--- src/rtl/map_access_sched.sv ---
// rtl/map_access_sched.sv - scroll sequencer and shared map ROM access arbiter
module map_access_sched #(
    parameter int MAP_LEN    = 87,
    parameter int LANES      = 5,
    parameter int VIEW_ROWS  = 15,
    parameter int Y_W        = 7,
    parameter int STARVE_MAX = 3
) (
    input  logic           clk,
    input  logic           rst_n,
    input  logic           start,
    input  logic           pause,
    input  logic           scroll_tick,
    input  logic           col_req,
    input  logic [2:0]     col_lane,
    input  logic [Y_W-1:0] col_row,
    output logic           col_gnt,
    output logic           col_valid,
    output logic [2:0]     col_state,
    input  logic           rd_req,
    input  logic [2:0]     rd_lane,
    input  logic [Y_W-1:0] rd_row,
    output logic           rd_gnt,
    output logic           rd_valid,
    output logic [2:0]     rd_state,
    output logic [2:0]     map_index_x,
    output logic [Y_W-1:0] map_index_y,
    input  logic [2:0]     map_state,
    output logic [Y_W-1:0] scroll_pos,
    output logic [1:0]     run_state,
    output logic           level_done
);

    typedef enum logic [1:0] {
        S_IDLE   = 2'd0,
        S_RUN    = 2'd1,
        S_PAUSED = 2'd2,
        S_DONE   = 2'd3
    } run_t;

    localparam int              SC_W       = $clog2(STARVE_MAX + 1);
    localparam logic [Y_W-1:0]  SCROLL_END = Y_W'(MAP_LEN - VIEW_ROWS);
    localparam logic [Y_W:0]    MAP_LEN_W  = (Y_W+1)'(MAP_LEN);
    localparam logic [2:0]      LANES_W    = 3'(LANES);
    localparam logic [SC_W-1:0] STARVE_W   = SC_W'(STARVE_MAX);

    run_t           state;
    logic [Y_W-1:0] scroll_q;
    logic [Y_W-1:0] scroll_inc;

    assign scroll_inc = scroll_q + Y_W'(1);
    assign scroll_pos = scroll_q;
    assign run_state  = state;

    // start wins over pause, and pause wins over a same-cycle tick
    always_ff @(posedge clk or negedge rst_n) begin
        if (!rst_n) begin
            state      <= S_IDLE;
            scroll_q   <= '0;
            level_done <= 1'b0;
        end else if (start) begin
            state      <= S_RUN;
            scroll_q   <= '0;
            level_done <= 1'b0;
        end else begin
            case (state)
                S_RUN: begin
                    if (pause) begin
                        state <= S_PAUSED;
                    end else if (scroll_tick) begin
                        scroll_q <= scroll_inc;
                        if (scroll_inc == SCROLL_END) begin
                            state      <= S_DONE;
                            level_done <= 1'b1;
                        end
                    end
                end
                S_PAUSED: begin
                    if (!pause) begin
                        state <= S_RUN;
                    end
                end
                default: begin
                end
            endcase
        end
    end

    logic [SC_W-1:0] starve_cnt;
    logic            rd_force;

    // renderer is forced through once it has watched STARVE_MAX collision grants
    assign rd_force = rd_req && (starve_cnt >= STARVE_W);
    assign col_gnt  = rst_n && col_req && !rd_force;
    assign rd_gnt   = rst_n && rd_req && !col_gnt;

    always_ff @(posedge clk or negedge rst_n) begin
        if (!rst_n) begin
            starve_cnt <= '0;
        end else if (!rd_req || rd_gnt) begin
            starve_cnt <= '0;
        end else if (col_gnt && (starve_cnt != STARVE_W)) begin
            starve_cnt <= starve_cnt + SC_W'(1);
        end
    end

    logic           any_gnt;
    logic [2:0]     sel_lane;
    logic [Y_W-1:0] sel_row;
    logic [Y_W:0]   abs_row;
    logic           lane_oor;
    logic           row_oor;

    assign any_gnt  = col_gnt || rd_gnt;
    assign sel_lane = col_gnt ? col_lane : rd_lane;
    assign sel_row  = col_gnt ? col_row : rd_row;
    assign abs_row  = {1'b0, scroll_q} + {1'b0, sel_row};
    assign lane_oor = (sel_lane >= LANES_W);
    assign row_oor  = (abs_row >= MAP_LEN_W);

    logic       s1_valid, s1_rd, s1_oor;
    logic [2:0] s1_fix;
    logic       s2_valid, s2_rd, s2_oor;
    logic [2:0] s2_fix;

    // two-stage tag tracks owner and out-of-range substitute alongside the ROM latency
    always_ff @(posedge clk or negedge rst_n) begin
        if (!rst_n) begin
            s1_valid    <= 1'b0;
            s1_rd       <= 1'b0;
            s1_oor      <= 1'b0;
            s1_fix      <= '0;
            s2_valid    <= 1'b0;
            s2_rd       <= 1'b0;
            s2_oor      <= 1'b0;
            s2_fix      <= '0;
            map_index_x <= '0;
            map_index_y <= '0;
        end else begin
            s1_valid <= any_gnt;
            s1_rd    <= rd_gnt;
            s1_oor   <= lane_oor || row_oor;
            s1_fix   <= lane_oor ? 3'd1 : 3'd0;
            if (any_gnt && !lane_oor && !row_oor) begin
                map_index_x <= sel_lane;
                map_index_y <= abs_row[Y_W-1:0];
            end
            s2_valid <= s1_valid;
            s2_rd    <= s1_rd;
            s2_oor   <= s1_oor;
            s2_fix   <= s1_fix;
        end
    end

    logic [2:0] res_state;

    assign res_state = s2_oor ? s2_fix : map_state;
    assign col_valid = s2_valid && !s2_rd;
    assign rd_valid  = s2_valid && s2_rd;
    assign col_state = col_valid ? res_state : 3'd0;
    assign rd_state  = rd_valid ? res_state : 3'd0;

endmodule

--- config.mk ---
export PLATFORM = sky130hd
export DESIGN_NAME = map_access_sched
export DESIGN_NICKNAME = d
export VERILOG_FILES = /design/src/rtl/map_access_sched.sv
export SDC_FILE = /design/constraint.sdc
export NUM_CORES = 1
export LEC_CHECK = 0
export ABC_AREA = 1
export CORE_ASPECT_RATIO = 1.25
export CORE_MARGIN = 2
export CORE_UTILIZATION = 47
export DETAILED_ROUTE_END_ITERATION = 6
export GPL_TIMING_DRIVEN = 0
export MAX_ROUTING_LAYER = met4
export PLACE_DENSITY_LB_ADDON = 0.3
export SYNTH_ARGS = -nofsm -noshare
export SYNTH_HDL_FRONTEND = slang
export SYNTH_SLANG_ARGS = --single-unit
--- constraint.sdc ---
create_clock -name clk -period 2.9 [get_ports clk]
set_input_delay 0.58 -clock clk [delete_from_list [all_inputs] [get_ports clk]]
set_output_delay 0.58 -clock clk [all_outputs]
set_load 0.02 [all_outputs]
==> results.md, run 1 <==
| Stage | Item | Value |
|:---|:---|:---|
| grt | Aggregate global-route resource usage | 20.7% |
| worst hold path | Hold crit path type | in2async |
| routing | Count of vias placed by the detailed router | 1864 |
| synth | Post-Syn Nets | 298 |
| clock tree | Clock tree from TritonCTS | built |
| synth | Yosys top cell by area | dfrtp_1 |
| power and ir drop | P per Cell Area | 489 nW/µm² |
| routing | Uppermost metal layer occupied by signal nets | met4 |
| status | Run status | finished, final reports clean |
| worst setup path | Signal arrival time at the worst endpoint | 2.96 ns |
| synth | Proportion of netlist area held by the largest area contributor | 39.0% |
| clock tree | Quantity of hold-fixing buffers added after cts | 0 |
| routing | Final antenna-violating net count | 0 |
| clock tree | Insertion delay of the later-clocked pin in the worst-skew pair | 0.29 ns |
| timing | Highest clock frequency the design can meet | 0.358 GHz |
| worst setup path | Endpoint class of the critical path | register |
| grt | Pin count of the biggest net entering global routing | 35 |
| timing | Post-layout minimum cycle time | 2.79 ns |
| power and ir drop | Static leakage | 1.43 nW |
| worst setup path | Element type at the critical path start | input pin |
| synth | Number of synthesized register bits | 30 |
| worst setup path | Critical Path Fanout Max | 34 |
| placement | Post-detailed-placement half-perimeter wirelength | 3370 µm |
| power and ir drop | Switching Share | 31.3% |
| layout | Number of diodes added for antenna fixing | 0 |
| layout | Nets | 368 |
| synth | Area of the mapped netlist | 1920 µm² |
| die | Height of the die | 75.5 µm |
| clock tree | Root Buffer Master | clkbuf_8 |
| timing | Final hold viol count | 0 |
| worst setup path | Data required, critical path | 3.07 ns |
| synth | Unique cell type count in the Yosys netlist | 28 |
| grt | GR Overflow Total | 0 |
| synth | Part of the Yosys area used for sequential elements | 39.0% |
| synth | Number of synthesized flops with an enable pin | 0 |
| synth | Synth area leaders | dfrtp_1, nand2_1, inv_1 |
| synth | Fraction of registers with async set or reset after synthesis | 100% |
| placement | Placed Instances | 372 |
| synth | Total number of yosys warnings | 0 |
| flow run | Max-capacitance violation count | 0 |
| timing | Post-route fraction of the period consumed by the critical path | 96.2% |
| power and ir drop | Power share of the clock group | 30.3% |
| layout | Combined area of the multi-input logic cells | 1030 µm² |
| clock tree | Clock buffers created by TritonCTS | 5 |
| layout | Fill cell count | 345 |
| timing | Finish-stage setup viols | 0 |
| worst setup path | Crit path cell chain | buf_4 -> nand2_1 -> inv_2 -> nand2_4 -> buf_8 -> nand2_1 -> nand2_2 -> ha_4 -> fa_2 -> nand2_1 -> inv_1 -> nand2_1 -> nand3_1 -> nand2_1 -> nand2_2 -> nand2_4 -> buf_6 -> nand4_1 -> nand2_1 |
| routing | Detailed Routing Iterations Pass 1 | 4 |
| layout | Finished Layout Cells | 384 |
| clock tree | H-tree depth reported by CTS | 2 |
| worst setup path | Largest incremental delay on the critical path | 0.52 ns |
| placement | Weighted congestion at the end of routability-driven global placement | 0.913 |
| die | Effective utilization at floorplan | 48.1% |
| layout | Sequential cell area | 751 µm² |
| placement | Number of buffers inserted by port buffering | 59 |
| worst setup path | Critical setup path kind | in2reg |
| timing | Final-layout setup total negative slack | 0 ns |
| power and ir drop | Peak supply drop | 0.332 mV |
| die | I/O pins | 60 |
| routing | Number of DRC markers after the initial detailed-route iteration | 71 |
| routing | Met1 wire length | 1710 µm |
| clock tree | Clock-pin slew on the worst setup and hold paths | 0.07 ns |
| die | Floorplan die width | 61.2 µm |
| routing | Final routed DRC violation total | 0 |
| grt | First-pass GRT wire length | 6870 µm |
| layout | Ratio of cells with drive above 1 in the final layout | 10.7% |
| routing | Routed wire length on met2 | 2550 µm |
| routing | Avg Vias per Cell | 4.85 |
| die | FP Rows | 26 |
| routing | DRT Wirelength | 4510 µm |
| worst setup path | Slowest stage cell on the critical path | fa_2 |
| synth | Most used flip-flop cell after synthesis | dfrtp_1 |
| power and ir drop | Fraction of power consumed by combinational cells | 31.5% |
| power and ir drop | Flop pwr share | 38.2% |
| routing | Average wire per cell in the routed design | 11.7 µm |
| synth | Synth Instances | 257 |
| die | Core region area | 4000 µm² |
| synth | Synthesized area per cell | 7.48 µm² |
| routing | Met3 wirelength from detailed routing | 158 µm |
| timing | Slew at the pin closest to its max-slew limit | 0.392 ns |
| grt | Initial antenna violation count | 0 |
| clock tree | Clock sink count | 30 |
| worst setup path | Cell type with the highest occurrence count on the critical path | nand2_1 |
| layout | Area growth syn-to-layout | 44.0% |
| clock tree | Maximum clock path buffer count | 2 |
| power and ir drop | Net load switching power | 0.423 mW |
| timing | Number of pins with negative max-slew slack in the final report | 0 |
| timing | Max transition margin | 73.9% |
| power and ir drop | Internal power of the cells | 0.930 mW |
| worst setup path | Minimum setup slack among reg-to-reg paths | 0.26 ns |
| timing | Layout Skew | 0.00570 ns |
| die | Die Area | 4620 µm² |
| grt | Vias in the first global route | 1685 |
-- layer usage --
| layer | up-vias | GRT usage (%) |
|---|---|---|
| li1 | 965 | - |
| met1 | 842 | 20.7 |
| met2 | 46 | 38.2 |
| met3 | 11 | 4.92 |
| met4 | 0 | 7.49 |
| met5 | - | - |
-- final cells by class --
type | count | area share (%)
Buffer | 4 | 1.54
Clock buffer | 5 | 2.49
Clock inverter | 3 | 1.45
Inverter | 40 | 5.51
Multi-Input combinational cell | 184 | 37.1
Sequential cell | 30 | 27.1
Tap cell | 56 | 2.53
Timing Repair Buffer | 62 | 22.2
-- cell usage in the layout (no fill, tap or decap), drive strengths merged --
cell	instances
nand2	96
clkdlybuf4s50	56
inv	40
dfrtp	30
nand3	18
nand4	16
nor2	15
ha	10
buf	8
nor3	5
o21ai	5
clkbuf	5
xor2	5
a21oi	4
o22ai	3
o211ai	2
clkinv	2
mux2i	1
nand3b	1
nor4	1
o31ai	1
fa	1
bufinv	1
dlygate4sd2	1
dlymetal6s2s	1
-- worst paths after layout --
kind,start,to,cells after the start
setup / recovery,rst_n,map_index_y[6],19
hold / removal,rst_n,map_index_y[4],1
setup reg to reg,starve_cnt[0],map_index_y[6],18
hold reg to reg,s1_oor,s2_oor,0
min in group clk,s1_oor,s2_oor,0
max in group asynchronous,rst_n,scroll_pos[6],1
-- stage by stage --
| stage | total power [mW] | setup WS [ns] | utilization [%] | cell area (µm²) | hold slack (ns) |
|---|---|---|---|---|---|
| floorplan | 0.738 | 0.375 | - | 1920 | 0.284 |
| global placement | 0.921 | -1.40 | 64.6 | 2580 | 0.333 |
| detailed placement | 0.932 | -1.46 | 64.6 | 2580 | 0.335 |
| CTS | 1.34 | 0.00214 | 67.3 | 2690 | 0.227 |
| global route | 1.43 | -0.0645 | 69.2 | 2770 | 0.248 |
| finish | 1.35 | 0.110 | 69.2 | 2770 | 0.221 |
-- registers in the layout, summed over array words and instances (netlist names) --
signal       flops
s1_fix           1
scroll_pos       7
level_done       1
s1_rd            1
s2_rd            1
map_index_x      3
map_index_y      7
s1_valid         1
run_state        2
starve_cnt       2
s2_oor           1
s2_valid         1
s2_fix           1
s1_oor           1
-- power by group through the flow --
stage	sequential [mW]	combinational, mW	clock (mW)
after detailed placement	0.523	0.409	0
after floorplan	0.577	0.161	0
after CTS	0.516	0.410	0.416
after global placement	0.518	0.403	0
after global routing	0.524	0.470	0.432
final	0.517	0.427	0.410
-- synthesized netlist by cell type (all sizes together), types with 3 or more instances --
cell    n
o21ai   5
nand2  96
ha     10
nor3    5
nand4  16
buf     4
a21oi   4
inv    40
xor2    5
o22ai   3
nand3  17
dfrtp  30
nor2   15
-- kinds of logic (layout without fill, tap and decap cells) --
kind of cell | Yosys count | after routing | synth area share (%)
mux | 1 | 1 | 0.521
xor+xnor | 5 | 5 | 2.28
flops | 30 | 30 | 39.0
buf+inv | 44 | 114 | 9.82
compound gates | 15 | 15 | 4.49
simple gates | 151 | 152 | 36.3
fa+ha+maj | 11 | 11 | 7.55
-- worst max-delay path: cells and delay by family --
family                   cells  cell delay [ns]
adder cells (fa/ha/maj)      2             0.68
buffers and inverters        5             0.78
AND/OR/NAND/NOR             12             0.92
-- what timing repair did --
item | in CTS | in global routing
setup buffers | 0 | 2
setup endpoints to repair | 13 | 11
gates resized for setup | 8 | 12
pin swaps | 0 | 3
cloned | 0 | 2
(Power assumes the default switching activity.)
==> inputs of run 2 (changes only) <==
--- a/config.mk
+++ b/config.mk
@@ -9,6 +9,7 @@
 export CORE_ASPECT_RATIO = 1.25
 export CORE_MARGIN = 2
 export CORE_UTILIZATION = 47
+export CTS_CLUSTER_DIAMETER = 40
 export DETAILED_ROUTE_END_ITERATION = 6
 export GPL_TIMING_DRIVEN = 0
 export MAX_ROUTING_LAYER = met4
==> results of run 2 <==
No change in the layout: final DEF, timing and power equal those of run 1.
